File: src/rtl/stopwatch_pkg.sv
// Shared types and constants for the stopwatch lap core.
// Time is kept as packed binary fields {min, sec, ms_10}.
package stopwatch_pkg;

   typedef enum logic [1:0] {
      StIdle   = 2'd0,
      StRun    = 2'd1,
      StPaused = 2'd2
   } state_e;

   typedef struct packed {
      logic [5:0] min;
      logic [5:0] sec;
      logic [6:0] ms_10;
   } time_t;

   localparam int unsigned SEC_MAX  = 59;
   localparam int unsigned MS10_MAX = 99;

endpackage

File: src/rtl/stopwatch_lap_buf.sv
// Circular lap buffer: LAP_DEPTH time entries, saturating count, registered read port
// that starts at the oldest stored lap and steps towards the newest.
module stopwatch_lap_buf
   import stopwatch_pkg::*;
#(
   parameter int unsigned LAP_DEPTH = 8,
   localparam int unsigned AW = $clog2(LAP_DEPTH),
   localparam int unsigned CW = AW + 1
) (
   input  logic          clk,
   input  logic          rst,
   input  logic          write_i,
   input  time_t         wdata_i,
   input  logic          start_i,
   input  logic          step_i,
   input  logic          clear_i,
   output time_t         rdata_o,
   output logic [CW-1:0] count_o
);

   time_t         mem_q [LAP_DEPTH];
   time_t         rdata_q;
   logic [AW-1:0] wr_ptr_q;
   logic [AW-1:0] rd_ptr_q;
   logic [CW-1:0] count_q;
   logic          full;
   logic [AW-1:0] oldest;

   assign full   = (count_q == CW'(LAP_DEPTH));
   // Once the buffer has wrapped, the next slot to be written holds the oldest lap.
   assign oldest = full ? wr_ptr_q : '0;

   always_ff @(posedge clk or negedge rst) begin
      if (!rst) begin
         mem_q    <= '{default: '0};
         rdata_q  <= '0;
         wr_ptr_q <= '0;
         rd_ptr_q <= '0;
         count_q  <= '0;
      end else if (clear_i) begin
         mem_q    <= '{default: '0};
         rdata_q  <= '0;
         wr_ptr_q <= '0;
         rd_ptr_q <= '0;
         count_q  <= '0;
      end else begin
         if (write_i) begin
            mem_q[wr_ptr_q] <= wdata_i;
            wr_ptr_q        <= wr_ptr_q + 1'b1;
            if (!full) begin
               count_q <= count_q + 1'b1;
            end
         end
         if (start_i) begin
            rdata_q  <= mem_q[oldest];
            rd_ptr_q <= oldest + 1'b1;
         end else if (step_i) begin
            rdata_q  <= mem_q[rd_ptr_q];
            rd_ptr_q <= rd_ptr_q + 1'b1;
         end
      end
   end

   assign rdata_o = rdata_q;
   assign count_o = count_q;

endmodule

File: src/rtl/stopwatch_lap_core.sv
// Stopwatch core: tick prescaler, min/sec/10ms counter, run/pause FSM and lap recall.
// Optional countdown mode is enabled with the STOPWATCH_COUNTDOWN_EN macro.
module stopwatch_lap_core
   import stopwatch_pkg::*;
#(
   parameter int unsigned CLK_HZ    = 100_000_000,
   parameter int unsigned TICK_HZ   = 100,
   parameter int unsigned LAP_DEPTH = 8,
   parameter int unsigned MIN_MAX   = 59,
   localparam int unsigned CW = $clog2(LAP_DEPTH) + 1
) (
   input  logic          clk,
   input  logic          rst,
   input  logic          pause,
   input  logic          record,
`ifdef STOPWATCH_COUNTDOWN_EN
   input  logic          mode_i,
   input  logic          load,
   input  logic [5:0]    min_set,
   input  logic [5:0]    sec_set,
   output logic          done_o,
`endif
   output logic [5:0]    min_o,
   output logic [5:0]    sec_o,
   output logic [6:0]    ms_10_o,
   output logic          running_o,
   output logic          recall_o,
   output logic [CW-1:0] lap_cnt_o,
   output logic          ovf_o
);

   localparam int unsigned DIV = CLK_HZ / TICK_HZ;
   localparam int unsigned PW  = $clog2(DIV);
   localparam logic [PW-1:0] PrescLast = PW'(DIV - 1);

   state_e        state_q, state_d;
   time_t         time_q, time_d;
   logic [PW-1:0] presc_q, presc_d;
   logic          ovf_q, ovf_d;
   logic          recall_q, recall_d;
   logic [CW-1:0] shown_q, shown_d;
   logic          tick;
   logic          lap_wr, lap_start, lap_step, lap_clr;
   time_t         lap_rdata;
   logic [CW-1:0] lap_cnt;
   time_t         disp;
`ifdef STOPWATCH_COUNTDOWN_EN
   logic          mode_q, mode_d;
   logic          done_q, done_d;
`endif

   always_comb begin
      state_d   = state_q;
      time_d    = time_q;
      presc_d   = presc_q;
      ovf_d     = ovf_q;
      recall_d  = recall_q;
      shown_d   = shown_q;
      lap_wr    = 1'b0;
      lap_start = 1'b0;
      lap_step  = 1'b0;
      lap_clr   = 1'b0;
`ifdef STOPWATCH_COUNTDOWN_EN
      mode_d    = mode_q;
      done_d    = 1'b0;
`endif
      tick = (state_q == StRun) && (presc_q == PrescLast);
      if (state_q == StRun) begin
         presc_d = tick ? '0 : presc_q + 1'b1;
      end

      if (tick) begin
`ifdef STOPWATCH_COUNTDOWN_EN
         if (mode_q) begin
            if (time_q.ms_10 != '0) begin
               time_d.ms_10 = time_q.ms_10 - 1'b1;
            end else if (time_q.sec != '0) begin
               time_d.ms_10 = 7'(MS10_MAX);
               time_d.sec   = time_q.sec - 1'b1;
            end else if (time_q.min != '0) begin
               time_d.ms_10 = 7'(MS10_MAX);
               time_d.sec   = 6'(SEC_MAX);
               time_d.min   = time_q.min - 1'b1;
            end
            // Reaching zero stops the count instead of wrapping.
            if (time_d == '0) begin
               state_d = StPaused;
               done_d  = 1'b1;
            end
         end else begin
`else
         begin
`endif
            if (time_q.ms_10 != 7'(MS10_MAX)) begin
               time_d.ms_10 = time_q.ms_10 + 1'b1;
            end else begin
               time_d.ms_10 = '0;
               if (time_q.sec != 6'(SEC_MAX)) begin
                  time_d.sec = time_q.sec + 1'b1;
               end else begin
                  time_d.sec = '0;
                  if (time_q.min != 6'(MIN_MAX)) begin
                     time_d.min = time_q.min + 1'b1;
                  end else begin
                     time_d.min = '0;
                     ovf_d      = 1'b1;
                  end
               end
            end
         end
      end

      unique case (state_q)
         StIdle: begin
            presc_d = '0;
`ifdef STOPWATCH_COUNTDOWN_EN
            mode_d = mode_i;
            if (load) begin
               time_d = '{min: min_set, sec: sec_set, ms_10: '0};
            end
`endif
            if (pause) begin
               state_d = StRun;
            end
         end
         StRun: begin
            if (pause) begin
               state_d = StPaused;
            end else if (record) begin
               lap_wr = 1'b1;
            end
         end
         StPaused: begin
            if (pause && record) begin
               state_d  = StIdle;
               time_d   = '0;
               presc_d  = '0;
               ovf_d    = 1'b0;
               recall_d = 1'b0;
               shown_d  = '0;
               lap_clr  = 1'b1;
            end else if (pause) begin
               state_d  = StRun;
               recall_d = 1'b0;
            end else if (record && (lap_cnt != '0)) begin
               if (!recall_q) begin
                  recall_d  = 1'b1;
                  lap_start = 1'b1;
                  shown_d   = CW'(1);
               end else if (shown_q == lap_cnt) begin
                  recall_d = 1'b0;
               end else begin
                  lap_step = 1'b1;
                  shown_d  = shown_q + 1'b1;
               end
            end
         end
         default: state_d = StIdle;
      endcase
   end

   always_ff @(posedge clk or negedge rst) begin
      if (!rst) begin
         state_q  <= StIdle;
         time_q   <= '0;
         presc_q  <= '0;
         ovf_q    <= 1'b0;
         recall_q <= 1'b0;
         shown_q  <= '0;
`ifdef STOPWATCH_COUNTDOWN_EN
         mode_q   <= 1'b0;
         done_q   <= 1'b0;
`endif
      end else begin
         state_q  <= state_d;
         time_q   <= time_d;
         presc_q  <= presc_d;
         ovf_q    <= ovf_d;
         recall_q <= recall_d;
         shown_q  <= shown_d;
`ifdef STOPWATCH_COUNTDOWN_EN
         mode_q   <= mode_d;
         done_q   <= done_d;
`endif
      end
   end

   stopwatch_lap_buf #(
      .LAP_DEPTH(LAP_DEPTH)
   ) u_lap_buf (
      .clk    (clk),
      .rst    (rst),
      .write_i(lap_wr),
      .wdata_i(time_q),
      .start_i(lap_start),
      .step_i (lap_step),
      .clear_i(lap_clr),
      .rdata_o(lap_rdata),
      .count_o(lap_cnt)
   );

   assign disp      = recall_q ? lap_rdata : time_q;
   assign min_o     = disp.min;
   assign sec_o     = disp.sec;
   assign ms_10_o   = disp.ms_10;
   assign running_o = (state_q == StRun);
   assign recall_o  = recall_q;
   assign lap_cnt_o = lap_cnt;
   assign ovf_o     = ovf_q;
`ifdef STOPWATCH_COUNTDOWN_EN
   assign done_o    = done_q;
`endif

endmodule

File: config.mk
export PLATFORM = sky130hd
export DESIGN_NAME = stopwatch_lap_core
export DESIGN_NICKNAME = d
export VERILOG_FILES = /design/src/rtl/stopwatch_pkg.sv /design/src/rtl/stopwatch_lap_buf.sv /design/src/rtl/stopwatch_lap_core.sv
export SDC_FILE = /design/constraint.sdc
export NUM_CORES = 1
export LEC_CHECK = 0
export ABC_AREA = 1
export BUFFER_PORTS_ARGS = -buffer_cell sky130_fd_sc_hd__buf_2
export CORE_AREA = 4 4 177 179
export CTS_CLUSTER_DIAMETER = 100
export DETAILED_ROUTE_END_ITERATION = 10
export DIE_AREA = 0 0 181 183
export PLACE_DENSITY_LB_ADDON = 0.1
export SYNTH_ARGS = -nofsm -noshare
export SYNTH_HDL_FRONTEND = slang
export SYNTH_HIERARCHICAL = 1
export SYNTH_SLANG_ARGS = --single-unit
File: constraint.sdc
create_clock -name clk -period 2.9 [get_ports clk]
set_clock_uncertainty 0.15 [all_clocks]
set_input_delay 0.145 -clock clk [delete_from_list [all_inputs] [get_ports clk]]
set_output_delay 0.145 -clock clk [all_outputs]
set_load 0.005 [all_outputs]
## Word-level counts from Yosys, hierarchy flattened

Index checks and enable logic that the tools add are counted.

- Register bits after elaboration: 228
- Bits of input ports: 4
- Output and inout port bits: 26
- Logic and storage cells: 150

- Add/sub/neg operators: 9
- Order comparisons: 4
- Equality and inequality tests: 12
- Muxes and demuxes: 71
- Bitwise gates (word level): 3
- Reduce and logical (&&, ||, !) cells: 13

Operators by type and width:

| kind | count |
|---|---|
| 2-to-1 mux 152 bit | 2 |
| 2-to-1 mux 19 bit | 12 |
| bitwise mux 152 bit | 1 |
| binary-select mux 19 bit (select 3 bit) | 2 |
| 2-to-1 mux 20 bit | 3 |
| demux 19 bit (select 3 bit) | 1 |
| one-hot mux 20 bit (2 select lines) | 1 |
| 2-to-1 mux 4 bit | 8 |
| 2-to-1 mux 1 bit | 26 |
| adder 20 x 1 -> 20 bit, second input constant | 1 |
| equality test 20 bit, second input constant | 1 |
| 2-to-1 mux 3 bit | 6 |
| 2-to-1 mux 6 bit | 3 |
| adder 6 x 1 -> 6 bit, second input constant | 2 |
| >= comparator 4 bit, second input constant | 3 |
| 2-to-1 mux 12 bit | 1 |
| inequality test 6 bit, second input constant | 2 |
| NOT 3 -> 4 bit | 3 |
| adder 3 x 1 -> 3 bit, second input constant | 3 |
| adder 4 x 1 -> 4 bit, second input constant | 2 |
| adder 7 x 1 -> 7 bit, second input constant | 1 |
| 2-to-1 mux 7 bit | 1 |
| inequality test 7 bit, second input constant | 1 |
| 2-to-1 mux 2 bit | 3 |
| 16 further kinds | 23 |

## Depth between registers and ports, before layout

Gate-level depths: netlist of run 1.

- Word-level depth: 10
- Depth in mapped cells: 13
- Gate-level depth less buffers: 13

## Hierarchy

The synthesis of run 1 kept the hierarchy.

Modules (own cells, without submodules):

| module | instances | cells each | area each (um2) | seq. area each (um2) |
|---|---|---|---|---|
| stopwatch_lap_buf | 1 | 1375 | 9854.5 | 4529.3 |
| stopwatch_lap_core | 1 | 488 | 3304.4 | 1176.1 |

## Worst setup path before layout of run 1

No wires, ideal clock.

- Kind: flip-flop to flip-flop
- Start: register state_q[1]
- End: register u_lap_buf/mem_q[2] (netlist name)
- Setup time: 131 ps
- Arrival: 1963 ps
- Data required time: 2619 ps
- Slack: 655 ps
- Stages on the path, launching flop included: 12
- Buffers on the path: 3
- Period minus slack after synthesis: 2245 ps
- Cells stage by stage: dfrtp_1 inv_2 nand2_2 buf_2 nor3_1 nand2_1 inv_1 nand3_1 buf_2 clkbuf_1 nand3_1 o21ai_0

- Longest elaborated chain between the ends: 3
- Elaborated cells on any way between the ends: 6
- Classes of those cells: eq/ne: 2; mux: 3; reduce/logical: 1

RTL lines:

| element | RTL line | source |
|---|---|---|
| start, declared | stopwatch_lap_core.sv:36 | `state_e state_q, state_d;` |
| start signal, assigned | stopwatch_lap_core.sv:164 | `state_q <= StIdle;` |
| start signal, assigned | stopwatch_lap_core.sv:175 | `state_q <= state_d;` |
| equality test 2 x 1 -> 1 bit | stopwatch_lap_core.sv:113 | `unique case (state_q)` |
| 2-to-1 mux 1 bit | stopwatch_lap_core.sv:113 |  |
| named net lap_wr | stopwatch_lap_core.sv:43 | `logic lap_wr, lap_start, lap_step, lap_clr;` |
| nonzero test 2 bit (no source line) | -- |  |
| end signal, assigned by index | stopwatch_lap_buf.sv:48 | `mem_q[wr_ptr_q] <= wdata_i;` |
| end, declared | stopwatch_lap_buf.sv:21 | `time_t mem_q [LAP_DEPTH];` |

The timed path passes the listed nets, and every way through them passes these cells.
A chain may end at the register's enable or synchronous reset.

## Final worst setup path of run 1

- Start: register u_lap_buf.count_q[3], in the netlist u_lap_buf/count_o[3]
- End: register u_lap_buf.rdata_q, in the netlist u_lap_buf/rdata_o[2]

- Longest elaborated chain between the ends: 8
- Elaborated cells on any way between the ends: 22
- Classes of those cells: eq/ne: 2; mux: 16; bitwise: 1; reduce/logical: 3

RTL lines:

| element | RTL line | source |
|---|---|---|
| start, declared | stopwatch_lap_buf.sv:25 | `logic [CW-1:0] count_q;` |
| start signal, assigned | stopwatch_lap_buf.sv:51 | `count_q <= count_q + 1'b1;` |
| nonzero test 4 bit (*) | stopwatch_lap_core.sv:145 | `end else if (record && (lap_cnt != '0)) begin` |
| logical AND 1 bit (*) | stopwatch_lap_core.sv:145 |  |
| 2-to-1 mux 1 bit (*) | stopwatch_lap_core.sv:145 |  |
| 2-to-1 mux 1 bit (*) | stopwatch_lap_core.sv:142 | `end else if (pause) begin` |
| 2-to-1 mux 1 bit (*) | stopwatch_lap_core.sv:134 | `if (pause && record) begin` |
| 2-to-1 mux 1 bit (*) | stopwatch_lap_core.sv:113 |  |
| named net lap_start | stopwatch_lap_core.sv:43 |  |
| 2-to-1 mux 19 bit | stopwatch_lap_buf.sv:54 | `if (start_i) begin` |
| 2-to-1 mux 19 bit | stopwatch_lap_buf.sv:40 | `end else if (clear_i) begin` |
| end signal, assigned | stopwatch_lap_buf.sv:55 | `rdata_q <= mem_q[oldest];` |
| end signal, assigned | stopwatch_lap_buf.sv:58 | `rdata_q <= mem_q[rd_ptr_q];` |
| end, declared | stopwatch_lap_buf.sv:22 | `time_t rdata_q;` |

Mark *: on every way through the listed nets, which the timed path passes. The rest lies on a longest branch. The select of a mux whose other input is x is not followed.

==> results of run 1 <==
[state kept, by name (all words and copies together), names as in the netlist]
signal / flops
recall_o: 1
u_lap_buf/mem_q: 152
state_q: 2
u_lap_buf/rdata_o: 19
u_lap_buf/wr_ptr_q: 3
ovf_o: 1
u_lap_buf/count_o: 4
shown_q: 4
u_lap_buf/rd_ptr_q: 3
time_q: 19
presc_q: 20
[cell usage in the layout (no fill, tap or decap), types with 7 or more instances in the layout]
cell type / Yosys / routed
sky130_fd_sc_hd__clkbuf_1: 59 / 9
sky130_fd_sc_hd__buf_2: 38 / 28
sky130_fd_sc_hd__nor2_2: 11 / 11
sky130_fd_sc_hd__nand4_1: 21 / 21
sky130_fd_sc_hd__inv_1: 73 / 72
sky130_fd_sc_hd__buf_12: 0 / 13
sky130_fd_sc_hd__nor3_1: 13 / 12
sky130_fd_sc_hd__nor3_2: 7 / 7
sky130_fd_sc_hd__nand2_1: 601 / 601
sky130_fd_sc_hd__nand3_1: 397 / 397
sky130_fd_sc_hd__a21oi_1: 42 / 42
sky130_fd_sc_hd__clkbuf_16: 0 / 29
sky130_fd_sc_hd__inv_2: 10 / 10
sky130_fd_sc_hd__clkbuf_8: 0 / 11
sky130_fd_sc_hd__buf_4: 8 / 25
sky130_fd_sc_hd__o21ai_0: 187 / 187
sky130_fd_sc_hd__ha_1: 9 / 9
sky130_fd_sc_hd__nor2_1: 93 / 92
sky130_fd_sc_hd__dfrtp_1: 228 / 226
sky130_fd_sc_hd__nand2_2: 7 / 7
[layer usage]
metal	share of wire [%]	up-vias	GRT usage (%)
met5	0	-	0
met4	3.7	0	8.26
met3	6.2	96	2.86
met2	45	448	41.8
met1	45	6083	36.4
li1	-	6140	-
[path summary, 6_finish.rpt]
check,slack (ns),depth (start not counted),from,endpoint
setup / recovery,0.51,13,u_lap_buf/count_o[3],u_lap_buf/rdata_o[2]
hold / removal,0.03,2,rst,u_lap_buf/mem_q[0]
setup reg to reg,0.51,13,u_lap_buf/count_o[3],u_lap_buf/rdata_o[2]
hold reg to reg,0.35,2,u_lap_buf/rdata_o[12],u_lap_buf/rdata_o[12]
max in group asynchronous,1.65,3,rst,u_lap_buf/mem_q[52]
min in group clk,0.35,2,u_lap_buf/rdata_o[12],u_lap_buf/rdata_o[12]
[cells by family after synthesis]
family                     share of synthesized area (%)
xor gates and xnor gates                           0.532
and+or+nand+nor                                     39.3
adders and majority gates                          0.856
DFF                                                 43.4
buffers and inverters                               6.62
AOI/OAI and AO/OA                                   9.38
[power by group through the flow]
stage               Sequential (uW)  Combinational, uW  Clock [uW]
floorplan                      3900               2370           0
global placement               4090               3540           0
detailed placement             4090               3560           0
CTS                            4040               3580        3640
global route                   4090               3980        3780
finish                         4040               3610        3560
[metrics by stage]
stage                     cells  area, um2
after floorplan            1863      13200
after global placement     2197      13700
after detailed placement   2197      13700
after CTS                  2251      14700
after global routing       2251      14700
final                      2251      14700
[final cells by class]
class	count	area [um2]
clock buffer	49	911
inverter	84	318
timing repair buffer	71	643
fill	2938	14900
sequential	228	5710
clock inverter	1	30.0
multi-input combinational	1428	6600
tap	390	488
[repair_timing]
item,in CTS,in global routing
endpoints found under the hold margin,197,0
hold buffers,4,0
setup endpoints to repair,0,0
==> results.md, run 1 <==
- Run status: finished clean
- Relative max-transition margin: between 50% and 60%
- WL per Instance: approximately 19 um
- Clock-pin slew on the worst setup and hold paths: about 0.060 ns
- Peak per-stage delay on the critical path: 0.45 ns
- Number of DRC markers in iteration 0: ~1200
- Most used DFF post-synth: sky130_fd_sc_hd__dfrtp_1
- Post-detail-place hpwl: ~25000 um
- Max rail drop VDD: ~0.67 mV
- Clock latency on the worst-skew pair: approximately 0.55 ns
- Switching power: approximately 4400 uW
- Die W: between 150 and 200 um
- Power share of the combinational group: 32.2%
- Postcts setup bufs: 0
- Final worst-path setup slack: roughly 0.51 ns
- Die footprint: between 30000 and 40000 um2
- Critical Path Slowest Stage Cell: sky130_fd_sc_hd__dfrtp_1
- Sequential-to-total area share from yosys stat: 43.4%
- Top cell type by total area after synthesis: sky130_fd_sc_hd__dfrtp_1
- Final-report setup violation count: 0
- Via/cell ratio: between 5 and 6
- Worst-path maximum fanout: 21
- Biggest area contributors in the synthesized netlist: sky130_fd_sc_hd__dfrtp_1 43%, sky130_fd_sc_hd__nand2_1 17%, sky130_fd_sc_hd__nand3_1 15%
- Number of flops mapped to enable cells by yosys: 0
- Number of unique standard cell types used by synthesis: 38
- Portion of total power attributed to the clock network: a little under a third
- Power per cell area: approximately 760 nW/um2
- Launching element type of the critical path: flop
- Worst endpoint data arrival time: approximately 2.7 ns
- Maximum clock rate: around 420 MHz
- Period Utilization, post-route: between 80 and 90%
- Class of the tightest hold or removal check: in -> async
- Number of antenna cells inserted: 0
- Number of core rows: between 60 and 70
- Wire length of the first global-routing pass: 68900 um
- Max Transition Viols Final: 0
- Antenna-violating nets left: 0
- Most frequent cell after synthesis: sky130_fd_sc_hd__nand2_1
- Post-cts gate resize count: 0
- Clock sink total: ~230
- Setup repair after global routing missed its margin: false
- Via count of the first global-routing pass: 12200
- Worst Max-Slew Pin Slew: about 0.63 ns
- Count of port buffers added during placement: 29
- Deepest level of the CTS H-tree: 1
- Buffers plus inverters on the worst setup path: 3
- All-Layer GR Usage: between 20 and 30%
- Layout cell share with drive strength beyond 1: 8.81%
- CP Capture Type: flop
- Design Power: 11200 uW
- Number of primary I/O pins: 30
- Initial cell density of the core: approximately 45%
- WS Path Type: reg -> reg
- Flop pwr share: 36.1%
- Post-synthesis instance area: roughly 13000 um2
- Relative area change from synthesis to final layout: 11.7%
- Initial antenna violation count: 0
- Post-synth top cells: 601 x sky130_fd_sc_hd__nand2_1, 397 x sky130_fd_sc_hd__nand3_1, 228 x sky130_fd_sc_hd__dfrtp_1, 187 x sky130_fd_sc_hd__o21ai_0, 93 x sky130_fd_sc_hd__nor2_1
- Async set-or-reset flop fraction in the synthesized netlist: 100%
- Final Net Count: between 1500 and 2000
- Sequence of cells on the critical path: nor2_1, nand2_1, o21ai_0, nor2_1, inv_1, nor2_1, inv_1, nand2_1, buf_4, a21oi_1, nor2_1, nand3_1, nand2_1
- Synthesized Nets: 1876
- Fin util: 49.7%
- Number of CTS-inserted buffers: 28
- Reported leakage power: around 0.0063 uW
- Yosys top cell area share: between 40% and 50%
- Clock root buffer master: sky130_fd_sc_hd__clkbuf_16
- Top Family by Delay on Critical Path: simple AND/OR/NAND/NOR gates
- Post-detailed-route DRC marker count: 0
- Final weighted congestion in routability-driven placement: ~0.88
- Total gr overflow: 0
- Post-route setup TNS: 0 ns
- Net switching fraction of the power: between 30% and 40%
- First-pass iteration count of the detailed router: 5
- Largest buffer count on any clock path: 3
- Final hold viol count: 0
- Internal power consumption: roughly 6900 uW
- Post-route worst hold slack: 0.0327 ns
- Number of register bits inferred by synthesis: 228
- Vias after detailed routing: 12800
- Number of max-capacitance violations reported: 0
- Most used cell along the critical path: sky130_fd_sc_hd__nor2_1
- Maximum number of pins on one net before global-route repair: 78
- Period minus WS final: 2.39 ns
- Synthesized area divided by synthesized cell count: just over 7 um2
- Placeable core region: between 20000 and 30000 um2
- Post-placement worst setup slack: between 0.5 and 0.6 ns
- Clock tree from TritonCTS: done
- Total Wirelength: about 43000 um
- YS warnings: 6
- Required time of the worst setup path: ~3.2 ns
- Post-Synthesis Cells: roughly 1900
- Die height: 183 um
(Power assumes the default switching activity.)
==> run 2, diff against run 1 <==
==> constraint.sdc (replaced) <==
create_clock -name clk -period 2.3 [get_ports clk]
set_clock_uncertainty 0.15 [all_clocks]
set_input_delay 0.115 -clock clk [delete_from_list [all_inputs] [get_ports clk]]
set_output_delay 0.115 -clock clk [all_outputs]
set_load 0.005 [all_outputs]
==> results.md, run 2 (synthesis results as in run 1) <==
- Total Wirelength: 43800 um (+1.8%)
- Final hold viol count: 0 (unchanged)
- Post-route setup TNS: 0 ns (unchanged)
- Final-report setup violation count: 0 (unchanged)
- Maximum number of pins on one net before global-route repair: 80 (+2.6%)
- Final-layout fill cell count: 2899 (-1.3%)
- Via/cell ratio: 5.67 (about the same)
- Max FFs per register: 152 (unchanged)
- Vias after detailed routing: 12900 (+0.82%)
- Commonest cells after routing, fill and taps aside: 601 x sky130_fd_sc_hd__nand2_1, 397 x sky130_fd_sc_hd__nand3_1, 226 x sky130_fd_sc_hd__dfrtp_1
- Wire length of the first global-routing pass: 70300 um (+1.9%)
- Clock tree from TritonCTS: done
- WL per Instance: 19.3 um (+0.97%)
- Number of core rows: 63 (unchanged)
- Worst endpoint data arrival time: 1.90 ns (-0.83 ns)
- Number of primary I/O pins: 30 (unchanged)
- Relative max-transition margin: 57.0% (-0.69 points)
- Top Family by Delay on Critical Path: buffers and inverters
- Number of antenna cells inserted: 0 (unchanged)
- Critical Path Slowest Stage Cell: sky130_fd_sc_hd__dfrtp_1
- Reported leakage power: 0.00650 uW (+2.5%)
- Deepest level of the CTS H-tree: 1 (unchanged)
- Number of DRC markers in iteration 0: 1210 (+2.4%)
- Power per cell area: 954 nW/um2 (+25%)
- Reg-to-Reg Start: u_lap_buf/count_o[0]
- Clock latency on the worst-skew pair: 0.56 ns (about the same)
- Via count of the first global-routing pass: 12500 (+2.1%)
- Setup repair after global routing missed its margin: true
- Final Net Count: 1872 (+0.97%)
- Buffers plus inverters on the worst setup path: 2 (-1)
- Max rail drop VDD: 1.05 mV (+56%)
- Largest buffer count on any clock path: 3 (unchanged)
- Post-placement worst setup slack: 0.0587 ns (-0.481 ns)
- Post-detail-place hpwl: 26600 um (+5.2%)
- Multi-input logic area: 6610 um2 (+0.15%)
- Count of port buffers added during placement: 29 (unchanged)
- Clock sink total: 228 (unchanged)
- End of the worst register-to-register path: u_lap_buf/rd_ptr_q[1]
- Worst Max-Slew Pin Slew: 0.645 ns (+0.0103 ns)
- Initial cell density of the core: 44.5% (unchanged)
- Final weighted congestion in routability-driven placement: 0.879 (-0.17%)
- First-pass iteration count of the detailed router: 6 (+1)
- Path depth of the worst reg2reg path: 9 (-4)
- Peak per-stage delay on the critical path: 0.51 ns (+0.06 ns)
- Period minus WS final: ~2.2 ns
- Die footprint: 33100 um2 (unchanged)
- Layout cell share with drive strength beyond 1: 10.1% (+1.2 points)
- Launching element type of the critical path: flop
- Die height: 183 um (unchanged)
- Antenna-violating nets left: 0 (unchanged)
- Final worst-path setup slack: 0.133 ns (-0.375 ns)
- Period Utilization, post-route: 94.2%
- Register with the most flip-flops: u_lap_buf/mem_q
- Finished Layout Cells: 2270 (+0.84%)
- Placeable core region: 29600 um2 (unchanged)
- Maximum clock rate: between 400 and 500 MHz
- Register area: 5710 um2 (unchanged)
- Post-detailed-route DRC marker count: 0 (unchanged)
- Class of the tightest hold or removal check: in -> async
- WS Path Type: reg -> out
- Run status: finished clean
- Worst-path maximum fanout: 37 (+76%)
- All-Layer GR Usage: 26.2% (+0.53 points)
- Commonest non-fill, non-tap cell in the layout: sky130_fd_sc_hd__nand2_1
- Clock-pin slew on the worst setup and hold paths: 0.06 ns (about the same)
- Number of max-capacitance violations reported: 0 (unchanged)
- Sequence of cells on the critical path: buf_4, nand2_1, o21ai_0, buf_2
- Clock root buffer master: sky130_fd_sc_hd__clkbuf_16
- Post-route worst hold slack: 0.0323 ns (-0.000443 ns)
- Required time of the worst setup path: 2.04 ns (-1.20 ns)
- CP Capture Type: output pin
- Initial antenna violation count: 0 (unchanged)
- Max Transition Viols Final: 0 (unchanged)
- Top Registers: u_lap_buf/mem_q x152, presc_q x20
- Number of CTS-inserted buffers: 28 (unchanged)
- Relative area change from synthesis to final layout: 14.0%
- Die W: 181 um (unchanged)
- Total gr overflow: 0 (unchanged)
- Worst setup slack for register-to-register paths: 0.15 ns (-0.36 ns)
- Cell total after placement: 2214 (+0.77%)
-- run 2: changes by cell type in the layout (fill, tap and decap cells not counted), moves of 2 or more --
cell / delta
sky130_fd_sc_hd__clkbuf_1: -2
sky130_fd_sc_hd__buf_12: +12
sky130_fd_sc_hd__clkinv_2: +2
sky130_fd_sc_hd__nor2_2: +2
sky130_fd_sc_hd__nor2_1: -2
sky130_fd_sc_hd__buf_4: +5
-- run 2: how the worst max path moves through the flow --
stage / slack (ns) / start / endpoint / depth (start not counted)
floorplan: 0.06 / state_q[1] / u_lap_buf/mem_q[2] / 11
global placement: 0.15 / u_lap_buf/count_o[1] / u_lap_buf/rd_ptr_q[0] / 10
detailed placement: 0.06 / u_lap_buf/count_o[3] / u_lap_buf/rd_ptr_q[1] / 11
CTS: 0.06 / u_lap_buf/count_o[0] / u_lap_buf/rd_ptr_q[1] / 11
global route: -0.02 / state_q[0] / u_lap_buf/rd_ptr_q[2] / 11
finish: 0.13 / recall_o / ms_10_o[4] / 4
-- run 2: timing repair --
action | 4_1_cts | 5_1_grt
endpoints found under the setup margin | 0 | 22
buffers inserted | 0 | 0
hold buffers | 5 | 0
resized for setup | 0 | 6
endpoints found under the hold margin | 240 | 0
-- run 2: worst reg2reg max path, delay by kind of cell (launching register included) --
family          cells  cell delay, ns
simple gates        4            0.55
buf+inv             1            0.12
flops               1            0.44
compound gates      2            0.31
fa+ha+maj           2            0.44
-- run 2: metrics by stage --
step / util, % / area (um2) / power, uW
5_1_grt: 50.7 / 15000 / 15100
2_1_floorplan: - / 13200 / 7900
3_3_place_gp: 47.3 / 14000 / 9790
3_5_place_dp: 47.3 / 14000 / 9810
4_1_cts: 50.7 / 15000 / 14300
6_report: 50.7 / 15000 / 14300
-- run 2: metal layers --
layer | vias up | GRT usage [%] | wire length [um]
met5 | - | 0 | 0
met1 | 6125 | 35.6 | 19300
met3 | 104 | 4.15 | 2940
li1 | 6189 | - | -
met4 | 0 | 9.40 | 1620
met2 | 454 | 43.0 | 20000
-- run 2: cell type report --
cell class              count  area share, %
flip-flops and latches    228           38.1
clock buffers              46           5.86
inverters                  84           2.12
clock inverters             5          0.434
multi-input cells        1428           44.1
repair buffers             89           6.21
well taps                 390           3.25
-- run 2: power breakdown --
part | leakage, uW | total (uW) | switching, uW | internal (uW)
Sequential | 0.00313 | 5060 | 555 | 4510
Combinational | 0.00291 | 4770 | 3260 | 1510
Clock | 0.000466 | 4480 | 1780 | 2700
==> run 3, diff against run 2 <==
--- a/config.mk
+++ b/config.mk
@@ -6,11 +6,11 @@
 export NUM_CORES = 1
 export LEC_CHECK = 0
 export ABC_AREA = 1
-export BUFFER_PORTS_ARGS = -buffer_cell sky130_fd_sc_hd__buf_2
-export CORE_AREA = 4 4 177 179
+export BUFFER_PORTS_ARGS = -buffer_cell sky130_fd_sc_hd__buf_4
+export CORE_AREA = 2 2 175 177
 export CTS_CLUSTER_DIAMETER = 100
 export DETAILED_ROUTE_END_ITERATION = 10
-export DIE_AREA = 0 0 181 183
+export DIE_AREA = 0 0 177 179
 export PLACE_DENSITY_LB_ADDON = 0.1
 export SYNTH_ARGS = -nofsm -noshare
 export SYNTH_HDL_FRONTEND = slang
==> results.md, run 3 (synthesis results as in run 1) <==
- Total Wirelength: 43500 um (-0.82%)
- Register with the most flip-flops: u_lap_buf/mem_q
- Period minus WS final: 2.14 ns (-0.0238 ns)
- Met3 layer wire length in the routed design: 3310 um (+13%)
- Setup repair after global routing missed its margin: false
- Buffers plus inverters on the worst setup path: 2 (unchanged)
- Antenna-violating nets left: 0 (unchanged)
- Worst Max-Slew Pin Slew: 0.561 ns (-0.0842 ns)
- Required time of the worst setup path: 2.04 ns (about the same)
- Post-detail-place hpwl: 26100 um (-1.8%)
- Number of core rows: 64 (+1.6%)
- Deepest level of the CTS H-tree: 1 (unchanged)
- Clock latency on the worst-skew pair: 0.54 ns (-0.02 ns)
- Wire length of the first global-routing pass: 69500 um (-1.1%)
- Via count of the first global-routing pass: 12300 (-1.7%)
- Final hold viol count: 0 (unchanged)
- Postcts setup bufs: 0 (unchanged)
- Final-layout fill cell count: 2987 (+3.0%)
- Die footprint: 31700 um2 (-4.3%)
- Via/cell ratio: 5.67 (about the same)
- Most used cell along the critical path: sky130_fd_sc_hd__buf_4
- Max FFs per register: 152 (unchanged)
- All-Layer GR Usage: 27.9% (+1.7 points)
- Number of DRC markers in iteration 0: 1155 (-4.5%)
- Final Net Count: 1877 (+0.27%)
- Worst endpoint data arrival time: 1.88 ns (-0.02 ns)
- Maximum clock rate: 467 MHz (+1.1%)
- Top Registers: u_lap_buf/mem_q x152, presc_q x20
- Run status: finished clean
- Die height: 179 um (-2.2%)
- Post-route setup TNS: 0 ns (unchanged)
- Number of max-capacitance violations reported: 0 (unchanged)
- Maximum number of pins on one net before global-route repair: 78 (-2.5%)
- Die W: 177 um (-2.2%)
- Worst-path maximum fanout: 37 (unchanged)
- Top Family by Delay on Critical Path: buffers and inverters
- Post-route worst hold slack: 0.325 ns (+0.293 ns)
- Peak per-stage delay on the critical path: 0.49 ns (-0.02 ns)
- Period Utilization, post-route: 93.2% (-1.0 points)
- Reported leakage power: 0.00649 uW (-0.11%)
- Post-detailed-placement cell area: 14100 um2 (+0.75%)
- Clock tree from TritonCTS: done
- Initial cell density of the core: 43.8% (-0.70 points)
- Fin util: 50.1% (-0.61 points)
- Max Transition Viols Final: 0 (unchanged)
- Finished Cell Area: 15100 um2 (+0.36%)
- Number of CTS-inserted buffers: 27 (-3.6%)
- Placeable core region: 30000 um2 (+1.6%)
- Power per cell area: 952 nW/um2 (-0.21%)
- Met2 WL: 19400 um (-2.9%)
- Clock root buffer master: sky130_fd_sc_hd__clkbuf_16
- First-pass iteration count of the detailed router: 5 (-1)
- Count of port buffers added during placement: 29 (unchanged)
- Critical Path Slowest Stage Cell: sky130_fd_sc_hd__dfrtp_1
- Uppermost routed layer: met4
- Launching element type of the critical path: flop
- Number of antenna cells inserted: 0 (unchanged)
- Design Power: 14300 uW (+0.15%)
- Vias after detailed routing: 12900 (+0.37%)
- Initial antenna violation count: 0 (unchanged)
- Class of the tightest hold or removal check: in -> reg
- Relative max-transition margin: 62.6% (+5.6 points)
- Max rail drop VDD: 0.932 mV (-11%)
- WS Path Type: reg -> out
- Final weighted congestion in routability-driven placement: 0.882 (+0.39%)
- Number of primary I/O pins: 30 (unchanged)
- Sequence of cells on the critical path: buf_4, nand2_1, o21ai_0, buf_4
- Total gr overflow: 0 (unchanged)
- Largest buffer count on any clock path: 3 (unchanged)
- Commonest non-fill, non-tap cell in the layout: sky130_fd_sc_hd__nand2_1
- Met1 layer wirelength in the final routing: 19000 um (-1.1%)
- WL per Instance: 19.1 um (-1.2%)
- Final-report setup violation count: 0 (unchanged)
- Clock-pin slew on the worst setup and hold paths: 0.06 ns (about the same)
- Clock sink total: 228 (unchanged)
- CP Capture Type: output pin
- Commonest cells after routing, fill and taps aside: 601 x sky130_fd_sc_hd__nand2_1, 397 x sky130_fd_sc_hd__nand3_1, 224 x sky130_fd_sc_hd__dfrtp_1
- Post-detailed-route DRC marker count: 0 (unchanged)
- Relative area change from synthesis to final layout: 14.4%
- Layout cell share with drive strength beyond 1: 10.5% (+0.41 points)
-- run 3: cell count changes in the layout (fill, tap and decap cells not counted), sizes merged --
| cell | change |
|---|---|
| buf | +4 |
| bufinv | +1 |
| clkbuf | -9 |
| clkinv | +5 |
| dlygate4sd3 | +2 |
| inv | -1 |
-- run 3: final cells by class --
cell class	count	area, um2	area share (%)
inverters	84	318	2.11
clock buffers	37	783	5.20
repair buffers	95	1020	6.80
flip-flops and latches	228	5710	37.9
well taps	396	495	3.29
multi-input cells	1428	6620	44.0
clock inverters	10	100	0.665
-- run 3: timing repair --
action	in CTS	in global routing
hold buffers	6	0
endpoints found under the hold margin	243	0
endpoints found under the setup margin	0	22
resized for setup	0	9
-- run 3: final timing paths --
check	startpoint	endpoint	slack, ns	cells after the start
setup / recovery	recall_o	sec_o[5]	0.16	4
hold / removal	pause	state_q[1]	0.33	4
setup reg to reg	u_lap_buf/count_o[0]	u_lap_buf/rd_ptr_q[1]	0.19	9
hold reg to reg	u_lap_buf/rdata_o[2]	u_lap_buf/rdata_o[2]	0.34	2
max in group asynchronous	rst	u_lap_buf/mem_q[63]	0.60	4
min in group asynchronous	rst	u_lap_buf/mem_q[6]	0.52	3
-- run 3: per-stage QoR --
stage | cells | worst slack (ns)
floorplan | 1863 | 0.0554
global placement | 2225 | 0.185
detailed placement | 2225 | 0.120
CTS | 2278 | 0.0995
global route | 2278 | 0.0227
finish | 2278 | 0.157
-- run 3: worst min-delay path, cell delays in order --
cell and delay [ns]:
sky130_fd_sc_hd__dlygate4sd3_1 0.53, sky130_fd_sc_hd__buf_4 0.16, sky130_fd_sc_hd__inv_1 0.08, sky130_fd_sc_hd__o21ai_0 0.08
-- run 3: layer usage --
metal,vias to the layer above,global-route usage [%]
met3,100,3.54
met2,526,44.5
li1,6190,-
met5,-,0
met4,0,10.5
met1,6103,38.8
-- run 3: where the power goes --
group	leakage, uW	internal, uW	switching (uW)
Clock	0.000446	2580	1760
Combinational	0.00292	1630	3300
Sequential	0.00312	4510	560
Total	0.00649	8720	5620
